### config.mk
export PLATFORM = sky130hd
export DESIGN_NAME = ps2_frame_ctrl
export DESIGN_NICKNAME = d
export VERILOG_FILES = /design/src/rtl/ps2_frame_ctrl.sv
export SDC_FILE = /design/constraint.sdc
export NUM_CORES = 1
export LEC_CHECK = 0
export CAP_MARGIN = 10
export CORE_MARGIN = 10
export CORE_UTILIZATION = 45
export CTS_CLUSTER_DIAMETER = 80
export DETAILED_ROUTE_END_ITERATION = 12
export GPL_TIMING_DRIVEN = 0
export HOLD_SLACK_MARGIN = 0.03
export PLACE_DENSITY = 0.62
export SYNTH_ARGS = -nofsm -noshare
export SYNTH_HDL_FRONTEND = slang
export SYNTH_SLANG_ARGS = --single-unit
export TNS_END_PERCENT = 1
### constraint.sdc
create_clock -name fpgaclk -period 5.1 [get_ports fpgaclk]
set_clock_uncertainty 0.1 [all_clocks]
set_input_delay 0.51 -clock fpgaclk [delete_from_list [all_inputs] [get_ports fpgaclk]]
set_output_delay 0.51 -clock fpgaclk [all_outputs]
set_load 0.01 [all_outputs]
### src/rtl/ps2_frame_ctrl.sv
`default_nettype none
// ============================================================================
//  Module      : ps2_frame_ctrl
//  Description : PS/2 keyboard receive controller. Synchronizes the PS/2
//                lines into the fpgaclk domain, checks start/parity/stop
//                bits and the inter-edge timeout, folds E0/F0 prefixes into
//                one key event and presents it on a valid/ready interface.
//  Revision    : 1.0 - initial release
// ============================================================================
module ps2_frame_ctrl #(
   parameter int TIMEOUT_CYC = 5000,
   parameter int CNT_W       = 13
) (
   input  logic       fpgaclk,
   input  logic       rstreg,
   input  logic       ps2clk,
   input  logic       ps2data,
   input  logic       key_ready,
   output logic       key_valid,
   output logic [7:0] key_code,
   output logic       key_break,
   output logic       key_ext,
   output logic       frame_err,
   output logic [1:0] err_code,
   output logic       overrun,
   output logic       busy
);

   typedef enum logic [1:0] {
      S_IDLE   = 2'd0,
      S_DATA   = 2'd1,
      S_PARITY = 2'd2,
      S_STOP   = 2'd3
   } state_t;

   localparam logic [CNT_W-1:0] c_tmo_last = CNT_W'(TIMEOUT_CYC - 1);
   localparam logic [7:0]       c_ext_byte = 8'hE0;
   localparam logic [7:0]       c_brk_byte = 8'hF0;
   localparam logic [1:0]       c_err_par  = 2'b01;
   localparam logic [1:0]       c_err_stop = 2'b10;
   localparam logic [1:0]       c_err_tmo  = 2'b11;

   // synchronizer flops; reset to 1 because an idle PS/2 bus is high
   logic r_clk_m, r_clk_s, r_clk_d;
   logic r_dat_m, r_dat_s;

   state_t           r_state;
   logic [2:0]       r_bit_cnt;
   logic [CNT_W-1:0] r_tcnt;
   logic [7:0]       r_shreg;
   logic             r_parity;
   logic             r_ext_f;
   logic             r_brk_f;
   logic             r_key_valid;
   logic [7:0]       r_key_code;
   logic             r_key_break;
   logic             r_key_ext;
   logic             r_frame_err;
   logic [1:0]       r_err_code;
   logic             r_overrun;

   logic w_fall;
   logic w_accept;
   logic w_timeout;

   assign w_fall    = r_clk_d & ~r_clk_s;
   assign w_accept  = r_key_valid & key_ready;
   assign w_timeout = (r_state != S_IDLE) && !w_fall && (r_tcnt == c_tmo_last);

   // Two-flop synchronizers plus a delay flop for falling-edge detection
   always_ff @(posedge fpgaclk or posedge rstreg) begin
      if (rstreg) begin
         r_clk_m <= 1'b1;
         r_clk_s <= 1'b1;
         r_clk_d <= 1'b1;
         r_dat_m <= 1'b1;
         r_dat_s <= 1'b1;
      end else begin
         r_clk_m <= ps2clk;
         r_clk_s <= r_clk_m;
         r_clk_d <= r_clk_s;
         r_dat_m <= ps2data;
         r_dat_s <= r_dat_m;
      end
   end

   // Frame FSM, timeout counter, prefix folding and event handshake
   always_ff @(posedge fpgaclk or posedge rstreg) begin
      if (rstreg) begin
         r_state     <= S_IDLE;
         r_bit_cnt   <= 3'd0;
         r_tcnt      <= '0;
         r_shreg     <= 8'h00;
         r_parity    <= 1'b0;
         r_ext_f     <= 1'b0;
         r_brk_f     <= 1'b0;
         r_key_valid <= 1'b0;
         r_key_code  <= 8'h00;
         r_key_break <= 1'b0;
         r_key_ext   <= 1'b0;
         r_frame_err <= 1'b0;
         r_err_code  <= 2'b00;
         r_overrun   <= 1'b0;
      end else begin
         r_frame_err <= 1'b0;

         // accepted handshake; a load later in this block overrides it
         if (w_accept) begin
            r_key_valid <= 1'b0;
            r_overrun   <= 1'b0;
         end

         if (r_state == S_IDLE || w_fall)
            r_tcnt <= '0;
         else
            r_tcnt <= r_tcnt + CNT_W'(1);

         if (w_timeout) begin
            r_state     <= S_IDLE;
            r_frame_err <= 1'b1;
            r_err_code  <= c_err_tmo;
            r_ext_f     <= 1'b0;
            r_brk_f     <= 1'b0;
         end else if (w_fall) begin
            case (r_state)
               S_IDLE: begin
                  // a high level here is a stray edge, not a start bit
                  if (!r_dat_s) begin
                     r_state   <= S_DATA;
                     r_bit_cnt <= 3'd0;
                  end
               end
               S_DATA: begin
                  r_shreg   <= {r_dat_s, r_shreg[7:1]};
                  r_bit_cnt <= r_bit_cnt + 3'd1;
                  if (r_bit_cnt == 3'd7)
                     r_state <= S_PARITY;
               end
               S_PARITY: begin
                  r_parity <= r_dat_s;
                  r_state  <= S_STOP;
               end
               S_STOP: begin
                  r_state <= S_IDLE;
                  if (!r_dat_s) begin
                     r_frame_err <= 1'b1;
                     r_err_code  <= c_err_stop;
                     r_ext_f     <= 1'b0;
                     r_brk_f     <= 1'b0;
                  end else if (!(^{r_shreg, r_parity})) begin
                     r_frame_err <= 1'b1;
                     r_err_code  <= c_err_par;
                     r_ext_f     <= 1'b0;
                     r_brk_f     <= 1'b0;
                  end else if (r_shreg == c_ext_byte) begin
                     r_ext_f <= 1'b1;
                  end else if (r_shreg == c_brk_byte) begin
                     r_brk_f <= 1'b1;
                  end else begin
                     r_ext_f <= 1'b0;
                     r_brk_f <= 1'b0;
                     if (!r_key_valid || w_accept) begin
                        r_key_valid <= 1'b1;
                        r_key_code  <= r_shreg;
                        r_key_break <= r_brk_f;
                        r_key_ext   <= r_ext_f;
                     end else begin
                        r_overrun <= 1'b1;
                     end
                  end
               end
               default: r_state <= S_IDLE;
            endcase
         end
      end
   end

   assign key_valid = r_key_valid;
   assign key_code  = r_key_code;
   assign key_break = r_key_break;
   assign key_ext   = r_key_ext;
   assign frame_err = r_frame_err;
   assign err_code  = r_err_code;
   assign overrun   = r_overrun;
   assign busy      = (r_state != S_IDLE);

endmodule
`default_nettype wire

* Word level (Yosys, flattened, before mapping)
Cells that the tools add are included.
** Word-level totals
- Register bits :: 49
- Latch bits :: 0
- Bits in writable memories :: 0
- ROM bits :: 0
- Bits of input ports :: 5
- Output and inout bits :: 16
- Word-level logic and storage cells :: 110
- Memories :: 0
** Cells by class
- $add $sub $neg :: 2
- Multiply operators :: 0
- Div/mod/pow operators :: 0
- Magnitude comparators :: 0
- Eq/ne operators :: 13
- Shift-type cells :: 0
- Muxes and demuxes :: 50
- Bitwise logic cells :: 6
- Reduce and logical (&&, ||, !) cells :: 20
** Operators with widths (count)
- $mux 1 :: 37
- $mux 2 :: 9
- $reduce_and 3->1 :: 6
- $eq 8x8->1 const B :: 2
- $add 13x1->13 const B :: 1
- $eq 13x13->1 const B :: 1
- $mux 13 :: 1
- $ne 3x3->1 const B :: 3
- $reduce_xor 9->1 :: 1
- $pmux 2 s4 :: 1
- $reduce_and 8->1 :: 1
- $reduce_bool 2->1 :: 4
- $pmux 3 s2 :: 1
- $ne 5x5->1 const B :: 1
- $eq 2x2->1 const B :: 2
- $ne 4x4->1 const B :: 1
- $not 1->1 :: 4
- $reduce_and 4->1 :: 1
- $add 3x1->3 const B :: 1
- $eq 3x3->1 const B :: 1
- $mux 3 :: 1
- $and 1x1->1 :: 2
- $eq 2x1->1 const B :: 1
- $logic_and 1x1->1 :: 2
- 4 further kinds :: 6

* Depth between registers and ports, before layout
Gate-level depths: netlist of the first run.
- Depth after elaboration :: 10
- Gate-level depth with buffers :: 7
- Depth with buffers taken out :: 7

* Worst setup path after synthesis of the first run
Ideal clock, no wire load.
- Path type :: flip-flop to flip-flop
- Start point :: register r_state[0]
- End point :: register r_state[1]
- Setup time :: 0.122 ns
- Arrival :: 1.905 ns
- Data required time :: 4.878 ns
- Path slack :: 2.974 ns
- Cell stages (with the launch flop) :: 8
- Buffers on the path :: 1
- Clock period less this slack :: 2.126 ns
- Path through :: dfrtp_1 > inv_1 > ha_1 > or2_2 > clkbuf_1 > nor3_1 > o21ai_0 > a32o_1
** On the way
- Word-level cells in the longest chain between the ends :: 5
- Elaborated cells on any way between the ends :: 14
- Classes of those cells :: eq/ne: 5; mux: 3; reduce/logical: 6
** RTL lines
- start: declaration :: line 47 : state_t r_state;
- start signal: assignment :: line 90 : r_state <= S_IDLE;
- start signal: assignment :: line 119 : r_state <= S_IDLE;
- start signal: assignment :: line 129 : r_state <= S_DATA;
- branches (longest 5 deep; another with $pmux 2 s4)
Parallel ways; which one is timed is not known. The select of a mux whose other input is x is not followed.
A chain may end at the register's enable or synchronous reset.

* Worst setup path in the final report of the first run
Ends and elaborated chain as after synthesis.

==> results of run 1 <==
## cell usage after synthesis (3+ instances only)
master | n | area (sq um)
clkbuf_1 | 5 | 18.77
xnor2_1 | 9 | 78.83
xor2_1 | 6 | 52.55
nand2_1 | 7 | 26.28
o21ai_0 | 6 | 30.03
or2_2 | 3 | 18.77
a21oi_1 | 3 | 15.01
nor3_1 | 4 | 20.02
dfstp_2 | 5 | 131.4
ha_1 | 8 | 100.1
nor2_1 | 20 | 75.07
mux2_2 | 19 | 214.0
and3_1 | 3 | 18.77
dfrtp_1 | 44 | 1101
inv_1 | 8 | 30.03
nand3_1 | 11 | 55.05
## state kept, by name, summed over array words and instances (netlist names), 2 cells and up
name and count:
key_code 8, r_shreg 8, r_tcnt 13, r_state 2, r_bit_cnt 3, err_code 2
## power by group through the flow
| stage | sequential, mW | clock (mW) | combinational (mW) |
|---|---|---|---|
| floorplan | 0.550 | 0 | 0.389 |
| global placement | 0.550 | 0 | 0.522 |
| detailed placement | 0.558 | 0 | 0.545 |
| CTS | 0.550 | 0.248 | 0.547 |
| global route | 0.565 | 0.266 | 0.592 |
| finish | 0.548 | 0.238 | 0.535 |
## critical path, stage by stage, from the launching register on
cell and delay, ns:
dfrtp_1 0.41, inv_1 0.10, ha_1 0.28, or2_2 0.31, clkbuf_1 0.14, nor3_1 0.61
o21ai_0 0.25, a32o_1 0.24
## final cells by class
type,count,share of cell area
sequential,49,0.4631
multi-input combinational,128,0.3662
timing repair buffer,21,0.08275
tap,67,0.03150
clock buffer,6,0.03103
inverter,8,0.01128
buffer,6,0.008933
clock inverter,2,0.005172
## per-stage QoR
step / utilization / setup WS [ns] / cell area (sq um) / std cells / power, mW
2_1_floorplan: - / 2.974 / 2261 / 191 / 0.9391
3_3_place_gp: 0.5318 / 2.446 / 2545 / 278 / 1.072
3_5_place_dp: 0.5359 / 2.494 / 2565 / 279 / 1.103
4_1_cts: 0.5561 / 2.493 / 2661 / 287 / 1.345
5_1_grt: 0.5561 / 2.332 / 2661 / 287 / 1.422
6_report: 0.5561 / 2.538 / 2661 / 287 / 1.321
## cells by family (layout without fill, tap and decap cells)
kind of cell | count (synthesis) | after routing | share of synthesized area
XOR/XNOR | 17 | 17 | 0.08080
AND/OR/NAND/NOR | 62 | 62 | 0.1439
flip-flops | 49 | 49 | 0.5451
buffers and inverters | 14 | 43 | 0.02380
adder cells (fa/ha/maj) | 8 | 8 | 0.04427
AO/OA/AOI/OAI | 21 | 21 | 0.06309
multiplexers | 20 | 20 | 0.09906
## routing by layer
layer | track usage | wire length, um | vias to the layer above
li1 | - | - | 715
met1 | 0.1182 | 1805 | 718
met2 | 0.1791 | 1928 | 20
met3 | 0.03741 | 163 | 6
met4 | 0.03655 | 52 | 0
met5 | 0 | 0 | -
## worst max-delay path by stage
stage	start	cells past startpoint	slack [ns]	endpoint
after CTS	r_state[0]	7	2.49	r_state[1]
after global routing	r_state[0]	7	2.33	r_state[1]
after global placement	rstreg	2	2.45	frame_err
final	r_state[0]	7	2.54	r_state[1]
after floorplan	r_state[0]	7	2.97	r_state[1]
after detailed placement	r_state[0]	7	2.49	r_state[1]
## placed cells by master, fill, tap and decap left out, types with 2 or more instances in the layout
cell	n
clkdlybuf4s50_1	20
nor4_1	2
nand3_1	11
a21oi_1	3
mux2_2	19
a31oi_1	2
dfrtp_1	44
nor4b_1	2
ha_1	8
nor2_1	20
inv_1	7
o21ai_0	6
xnor2_1	9
a32o_1	2
and3_1	3
clkbuf_8	6
nand2_1	7
and4_1	2
clkbuf_1	5
nor3_1	4
or2_2	3
nand4_1	2
xor2_1	6
dfstp_2	5
==> results.json, run 1 <==
{
  "slew_viol_final": 0,
  "tightest_slew_ns": 0.7075,
  "drt-pass1-iter-count": 6,
  "cts_tree": "built",
  "critPathMaxFanout": 6,
  "clockRootBuffer": "clkbuf_8",
  "status": "complete, no violations",
  "cts_buffer_depth": 2,
  "r2r_setup_slack_ns": 2.54,
  "mappedNetlistArea_sq_um": 2261,
  "tns_ns": 0,
  "ctsHoldBuffers": 0,
  "port_buffers": 20,
  "rsz0062_at_grt": "false",
  "die_x_um": 90.88,
  "area_delta_synth_final_pct": 17.71,
  "reg2reg_to": "r_state[1]",
  "antenna_found_initial": 0,
  "min_path_type": "reg2reg",
  "worstHoldStart": "r_dat_m",
  "drive_above_1_share": 0.2000,
  "startpoint_type": "flop",
  "layout.nets": 232,
  "cts.htree.levels": 2,
  "antenna_left": 0,
  "syn_inst": 191,
  "synth_ff_type": "dfrtp_1",
  "max-cap-violations": 0,
  "yosysSeqAreaShare": 0.5451,
  "hold_viol": 0,
  "vias_per_cell": 5.084,
  "drt_iter0_drc": 58,
  "holdPathStages": 0,
  "fill_cells": 425,
  "worst_ep_arrival_time_ns": 2.66,
  "clockPowerShare": 0.180,
  "worstPathRequired_ns": 5.20,
  "p_per_area_nw_per_um2": 496.4,
  "drcViolationCount": 0,
  "cts_resized": 0,
  "globalRoute.totalOverflow": 0,
  "via_count": 1459,
  "p_leak_nw": 1.202,
  "yosysWarnings": 0,
  "switching_power_mw": 0.4645,
  "hold_end": "r_dat_s",
  "endpoint_kind": "flop",
  "async_reset_ff_frac": 1.000,
  "seqCellArea_sq_um": 1232,
  "numCtsBuffers": 5,
  "die_y_um": 90.88,
  "relSlewSlack": 0.5247,
  "dp_hpwl_mm": 2.977,
  "clkTransAtPathRegs_ns": 0.09,
  "gp_congestion": 0.8514,
  "grt_pass1_vias": 1523,
  "multiInputGateArea_sq_um": 974.7,
  "crit-reg2reg-launch": "r_state[0]",
  "setup_viol": 0,
  "start_util": 0.4724,
  "timing.hold.ws_ns": 0.2613,
  "grt_max_degree": 35,
  "criticalPathCategory": "reg2reg",
  "ys_ff_latch": 49,
  "worstSkewPairLatency_ns": 0.30,
  "ys_types": 40,
  "fin_crit_ns": 2.562,
  "n_antenna_cell": 0,
  "ir_worst_vdd_v": 0.0002838,
  "fmax_mhz": 390.3,
  "core_sq_um": 4786,
  "fin_crit_sh": 0.5024,
  "p_seq_frac": 0.415,
  "dieArea_sq_um": 8259,
  "avgSynthCellArea_sq_um": 11.84,
  "grt_pass1_wl_mm": 7.238,
  "totalWireLength_mm": 3.950,
  "postCtsSetupRepairBufs": 0,
  "cts.sinks": 49,
  "pwr-share-comb": 0.405,
  "ios": 21,
  "post_drt_wl_per_cell_um": 13.76,
  "std_cell_rows": 25,
  "synth_nets": 204,
  "switching_share": 0.3517,
  "grt_use_total": 0.1050,
  "r2r_cells": 7,
  "internal-power_mw": 0.8564,
  "synth_edf_count": 0
}
Power figures use the tool's default switching activity.
==> run 2, diff against run 1 <==
Settings changed: PLACE_DENSITY 0.62 to 0.65.
Clock period 5.1 ns to 2.2 ns, I/O delays scaled along.
==> run 2 against run 1 <==
  * Die area unchanged
  * Highest routed layer unchanged
  * Critical path depth decreased by 2
  * Cell count increased by 0.35%
  * Clock power increased by 110%
  * Total power increased by 130%
==> results.json, run 2 (same netlist as run 1, synthesis figures left out) <==
{
  "worst_ep_arrival_time_ns": 2.23,
  "p_seq_frac": 0.424,
  "post_drt_wl_per_cell_um": 14.63,
  "drt_iter0_drc": 75,
  "crit_buf_inv": 0,
  "layout_common_cells": "dfrtp_1 (44), nor2_1 (20), clkdlybuf4s50_1 (20)",
  "area_delta_synth_final_pct": 18.21,
  "ios": 21,
  "path_delay_family": "XOR/XNOR gates",
  "fin_crit_ns": 2.145,
  "p_leak_nw": 1.214,
  "criticalPathCategory": "reg2reg",
  "ir_worst_vdd_v": 0.0005029,
  "slew_viol_final": 0,
  "endpoint_kind": "flop",
  "max-cap-violations": 0,
  "clockRootBuffer": "clkbuf_8",
  "totalWireLength_mm": 4.212,
  "tightest_slew_ns": 0.4539,
  "tns_ns": 0,
  "dp_hpwl_mm": 3.099,
  "switching_share": 0.3591,
  "antenna_left": 0,
  "min_path_type": "in2async",
  "drive_above_1_share": 0.2127,
  "globalRoute.totalOverflow": 0,
  "cts_tree": "built",
  "grt_max_degree": 35,
  "top_register": "r_tcnt",
  "gp_congestion": 0.8607,
  "start_util": 0.4724,
  "fin_cells": 288,
  "worstSkewPairLatency_ns": 0.30,
  "critPathMaxFanout": 10,
  "core_sq_um": 4786,
  "worstPathRequired_ns": 2.29,
  "p_per_area_nw_per_um2": 1126,
  "pwr-share-comb": 0.409,
  "vias_per_cell": 5.226,
  "final_common_cell": "dfrtp_1",
  "startpoint_type": "flop",
  "internal-power_mw": 1.929,
  "hold_viol": 0,
  "numCtsBuffers": 5,
  "fmax_mhz": 466.1,
  "switching_power_mw": 1.081,
  "dieArea_sq_um": 8259,
  "rsz0062_at_grt": "true",
  "clkTransAtPathRegs_ns": 0.08,
  "die_x_um": 90.88,
  "std_cell_rows": 25,
  "grt_use_total": 0.1108,
  "antenna_found_initial": 0,
  "r2r_setup_slack_ns": 0.05,
  "die_y_um": 90.88,
  "clockPowerShare": 0.168,
  "path_cells": "xnor2_1 > xnor3_2 > xnor2_4 > nand3_4 > mux2_2",
  "drcViolationCount": 0,
  "numPlacedInstances": 279,
  "cts_buffer_depth": 2,
  "n_antenna_cell": 0,
  "drt-pass1-iter-count": 4,
  "cpPeakStageDelay_ns": 0.50,
  "cts.htree.levels": 2,
  "critPathSlowestCell": "xnor3_2",
  "largest_reg_flops": 13,
  "layout.nets": 233,
  "via_count": 1505,
  "port_buffers": 20,
  "grt_pass1_vias": 1580,
  "grt_pass1_wl_mm": 7.521,
  "cts.sinks": 49,
  "relSlewSlack": 0.6974,
  "status": "complete, no violations",
  "setup_viol": 0,
  "fin_crit_sh": 0.9751
}
-- run 2: final cells by class --
cell class              count  area, sq um
flip-flops and latches     49         1232
plain buffers               6        25.02
multi-input cells         128        991.0
clock buffers               6        72.57
fillers                   424         2113
inverters                   8        30.03
well taps                  67        83.83
repair buffers             22        227.7
clock inverters             2        10.01
-- run 2: repair_timing --
action	CTS	global route
setup buffers	0	1
hold buffers	0	0
endpoints found under the hold margin	0	0
pin swaps	1	3
resized for setup	2	3
setup endpoints to repair	5	18
-- run 2: final timing paths --
| path | to | from | cells past startpoint |
|---|---|---|---|
| setup / recovery | key_code[2] | r_shreg[0] | 5 |
| hold reg to reg | r_clk_s | r_clk_m | 0 |
| setup reg to reg | key_code[2] | r_shreg[0] | 5 |
| min in group fpgaclk | r_clk_m | ps2clk | 1 |
| hold / removal | r_tcnt[1] | rstreg | 2 |
| max in group asynchronous | r_dat_s | rstreg | 3 |
-- run 2: power groups by stage --
stage	registers [mW]	clock network, mW	logic [mW]
after global placement	1.28	0	1.20
after global routing	1.31	0.569	1.36
after CTS	1.28	0.523	1.26
after floorplan	1.28	0	0.902
after detailed placement	1.29	0	1.26
final	1.28	0.505	1.23
-- run 2: routing by layer --
layer	vias up	track usage	wire length, um
met5	-	0	0
met4	0	0.05091	78
met3	8	0.03242	153
met2	24	0.1857	2126
met1	753	0.1271	1854
li1	720	-	-
-- run 2: stage by stage --
stage	cell area [sq um]	util	total power, mW	setup slack (ns)	hold WS, ns
final	2673	0.5584	3.010	0.05474	0.1077
after global routing	2673	0.5584	3.239	-0.05324	0.1118
after CTS	2659	0.5556	3.066	0.01633	0.1093
after detailed placement	2565	0.5359	2.554	-0.3443	0.2491
after global placement	2545	0.5318	2.479	-0.2687	0.2469
after floorplan	2261	-	2.177	0.07351	0.1245
==> run 3, diff against run 2 <==
Settings changed: CORE_ASPECT_RATIO set to 0.7.
==> run 3 against run 2 <==
  * Sequential share of layout area is 1.2 points lower
  * Largest power group is now combinational cells
  * Clock-buffer cell count stayed put
  * Die area grew 0.55%
  * Register-to-register slack improved by 0.03 ns
  * Sequential cell count unchanged
  * Cell count increased by 2.8%
  * Final area grew 2.7%
  * Routed wire length up 5.5%
  * Global-route usage is essentially flat
  * Total power increased by 7.1%
  * Setup slack improved by 0.032 ns
==> results.json, run 3 (same netlist as run 1, synthesis figures left out) <==
{
  "n_antenna_cell": 0,
  "antenna_found_initial": 0,
  "path_cells": "xnor2_1 > xnor3_2 > xnor2_4 > nand3_4 > mux2_2",
  "fin_cells": 296,
  "design_area_sq_um": 2744,
  "clockRootBuffer": "clkbuf_8",
  "dp_hpwl_mm": 3.182,
  "min_path_type": "in2async",
  "die_y_um": 79.31,
  "layout.nets": 239,
  "switching_power_mw": 1.136,
  "post_drt_wl_per_cell_um": 15.01,
  "std_cell_rows": 21,
  "crit_buf_inv": 0,
  "die_x_um": 104.7,
  "grt_pass1_vias": 1512,
  "final_common_cell": "dfrtp_1",
  "cpPeakStageDelay_ns": 0.49,
  "clkTransAtPathRegs_ns": 0.10,
  "cts.htree.levels": 2,
  "pwr-share-comb": 0.430,
  "slew_viol_final": 0,
  "rsz0062_at_grt": "false",
  "startpoint": "r_shreg[5]",
  "criticalPathCategory": "reg2reg",
  "place_area_sq_um": 2567,
  "totalWireLength_mm": 4.443,
  "ctsHoldBuffers": 0,
  "p_leak_nw": 1.252,
  "path_delay_family": "XOR/XNOR gates",
  "drt_iter0_drc": 71,
  "via_count": 1514,
  "critPathMaxFanout": 10,
  "cts.sinks": 49,
  "grt_use_total": 0.1109,
  "power_mw": 3.225,
  "layout_common_cells": "dfrtp_1 (44), nor2_1 (20), clkdlybuf4s50_1 (20)",
  "vias_per_cell": 5.115,
  "grt_pass1_wl_mm": 7.507,
  "fin_crit_sh": 0.9604,
  "hold_viol": 0,
  "max-cap-violations": 0,
  "cts_tree": "built",
  "crit_end": "key_code[0]",
  "area_delta_synth_final_pct": 21.36,
  "utilization": 0.5706,
  "worstSkewPairLatency_ns": 0.30,
  "core_sq_um": 4808,
  "p_seq_frac": 0.398,
  "worst_ep_arrival_time_ns": 2.20,
  "numCtsBuffers": 5,
  "globalRoute.totalOverflow": 0,
  "setup_viol": 0,
  "drcViolationCount": 0,
  "fin_ws_ns": 0.08701,
  "antenna_left": 0,
  "critPathSlowestCell": "xnor3_2",
  "fmax_mhz": 473.3,
  "cts_buffer_depth": 2,
  "endpoint_kind": "flop",
  "startpoint_type": "flop",
  "grt_max_degree": 40,
  "internal-power_mw": 2.089,
  "fin_crit_ns": 2.113,
  "reg2reg_to": "key_code[0]",
  "tns_ns": 0,
  "numPlacedInstances": 281,
  "drt-pass1-iter-count": 4,
  "largest_reg_flops": 13,
  "fill_cells": 415,
  "worstPathRequired_ns": 2.28,
  "port_buffers": 20,
  "ir_worst_vdd_v": 0.0007016,
  "crit-reg2reg-launch": "r_shreg[5]",
  "gp_congestion": 0.8469,
  "relSlewSlack": 0.6541,
  "timing.hold.ws_ns": 0.06305,
  "r2r_cells": 5,
  "switching_share": 0.3522,
  "place_ws_ns": -0.4340,
  "p_per_area_nw_per_um2": 1175,
  "top_register": "r_tcnt",
  "drive_above_1_share": 0.2467,
  "start_util": 0.4702,
  "ios": 21,
  "cp.depth": 5,
  "clockPowerShare": 0.172,
  "status": "complete, no violations",
  "tightest_slew_ns": 0.5189,
  "r2r_setup_slack_ns": 0.09,
  "dieArea_sq_um": 8305
}
## run 3: final cells by class
class / instances / area (sq um) / area share
repair buffers: 28 / 272.8 / 0.09941
flip-flops and latches: 49 / 1232 / 0.4492
plain buffers: 6 / 25.02 / 0.009120
multi-input cells: 128 / 1001 / 0.3648
well taps: 69 / 86.33 / 0.03146
clock buffers: 6 / 82.58 / 0.03010
inverters: 8 / 30.03 / 0.01094
clock inverters: 2 / 13.76 / 0.005016
## run 3: worst reg2reg max path: stages, from the launching register on
cell	delay [ns]
dfrtp_1	0.43
xnor2_1	0.18
xnor3_2	0.49
xnor2_4	0.27
nand3_4	0.20
mux2_2	0.32
## run 3: what timing repair did
item	CTS	global route
gates resized for setup	4	4
hold endpoints to repair	0	0
endpoints found under the setup margin	17	12
setup buffers	0	7
pin swaps	2	2
## run 3: per-layer routing
metal  GRT usage  wire [um]  vias to the layer above
met5           0          0                        -
li1            -          -                      736
met2      0.1596       1916                       23
met1      0.1454       2249                      748
met4     0.04781         60                        0
met3     0.04274        216                        7
## run 3: how the worst min path moves through the flow
stage	to	slack [ns]	cells past startpoint
finish	r_tcnt[8]	0.06	2
global route	r_tcnt[8]	0.08	2
CTS	r_tcnt[11]	0.07	2
detailed placement	r_clk_s	0.25	0
global placement	r_clk_s	0.25	0
floorplan	r_clk_m	0.12	0
## run 3: power groups by stage
| stage | Combinational (mW) | Clock, mW | Sequential, mW |
|---|---|---|---|
| 3_5_place_dp | 1.25 | 0 | 1.30 |
| 3_3_place_gp | 1.21 | 0 | 1.28 |
| 5_1_grt | 1.51 | 0.601 | 1.32 |
| 4_1_cts | 1.27 | 0.575 | 1.29 |
| 6_report | 1.39 | 0.555 | 1.28 |
| 2_1_floorplan | 0.902 | 0 | 1.28 |
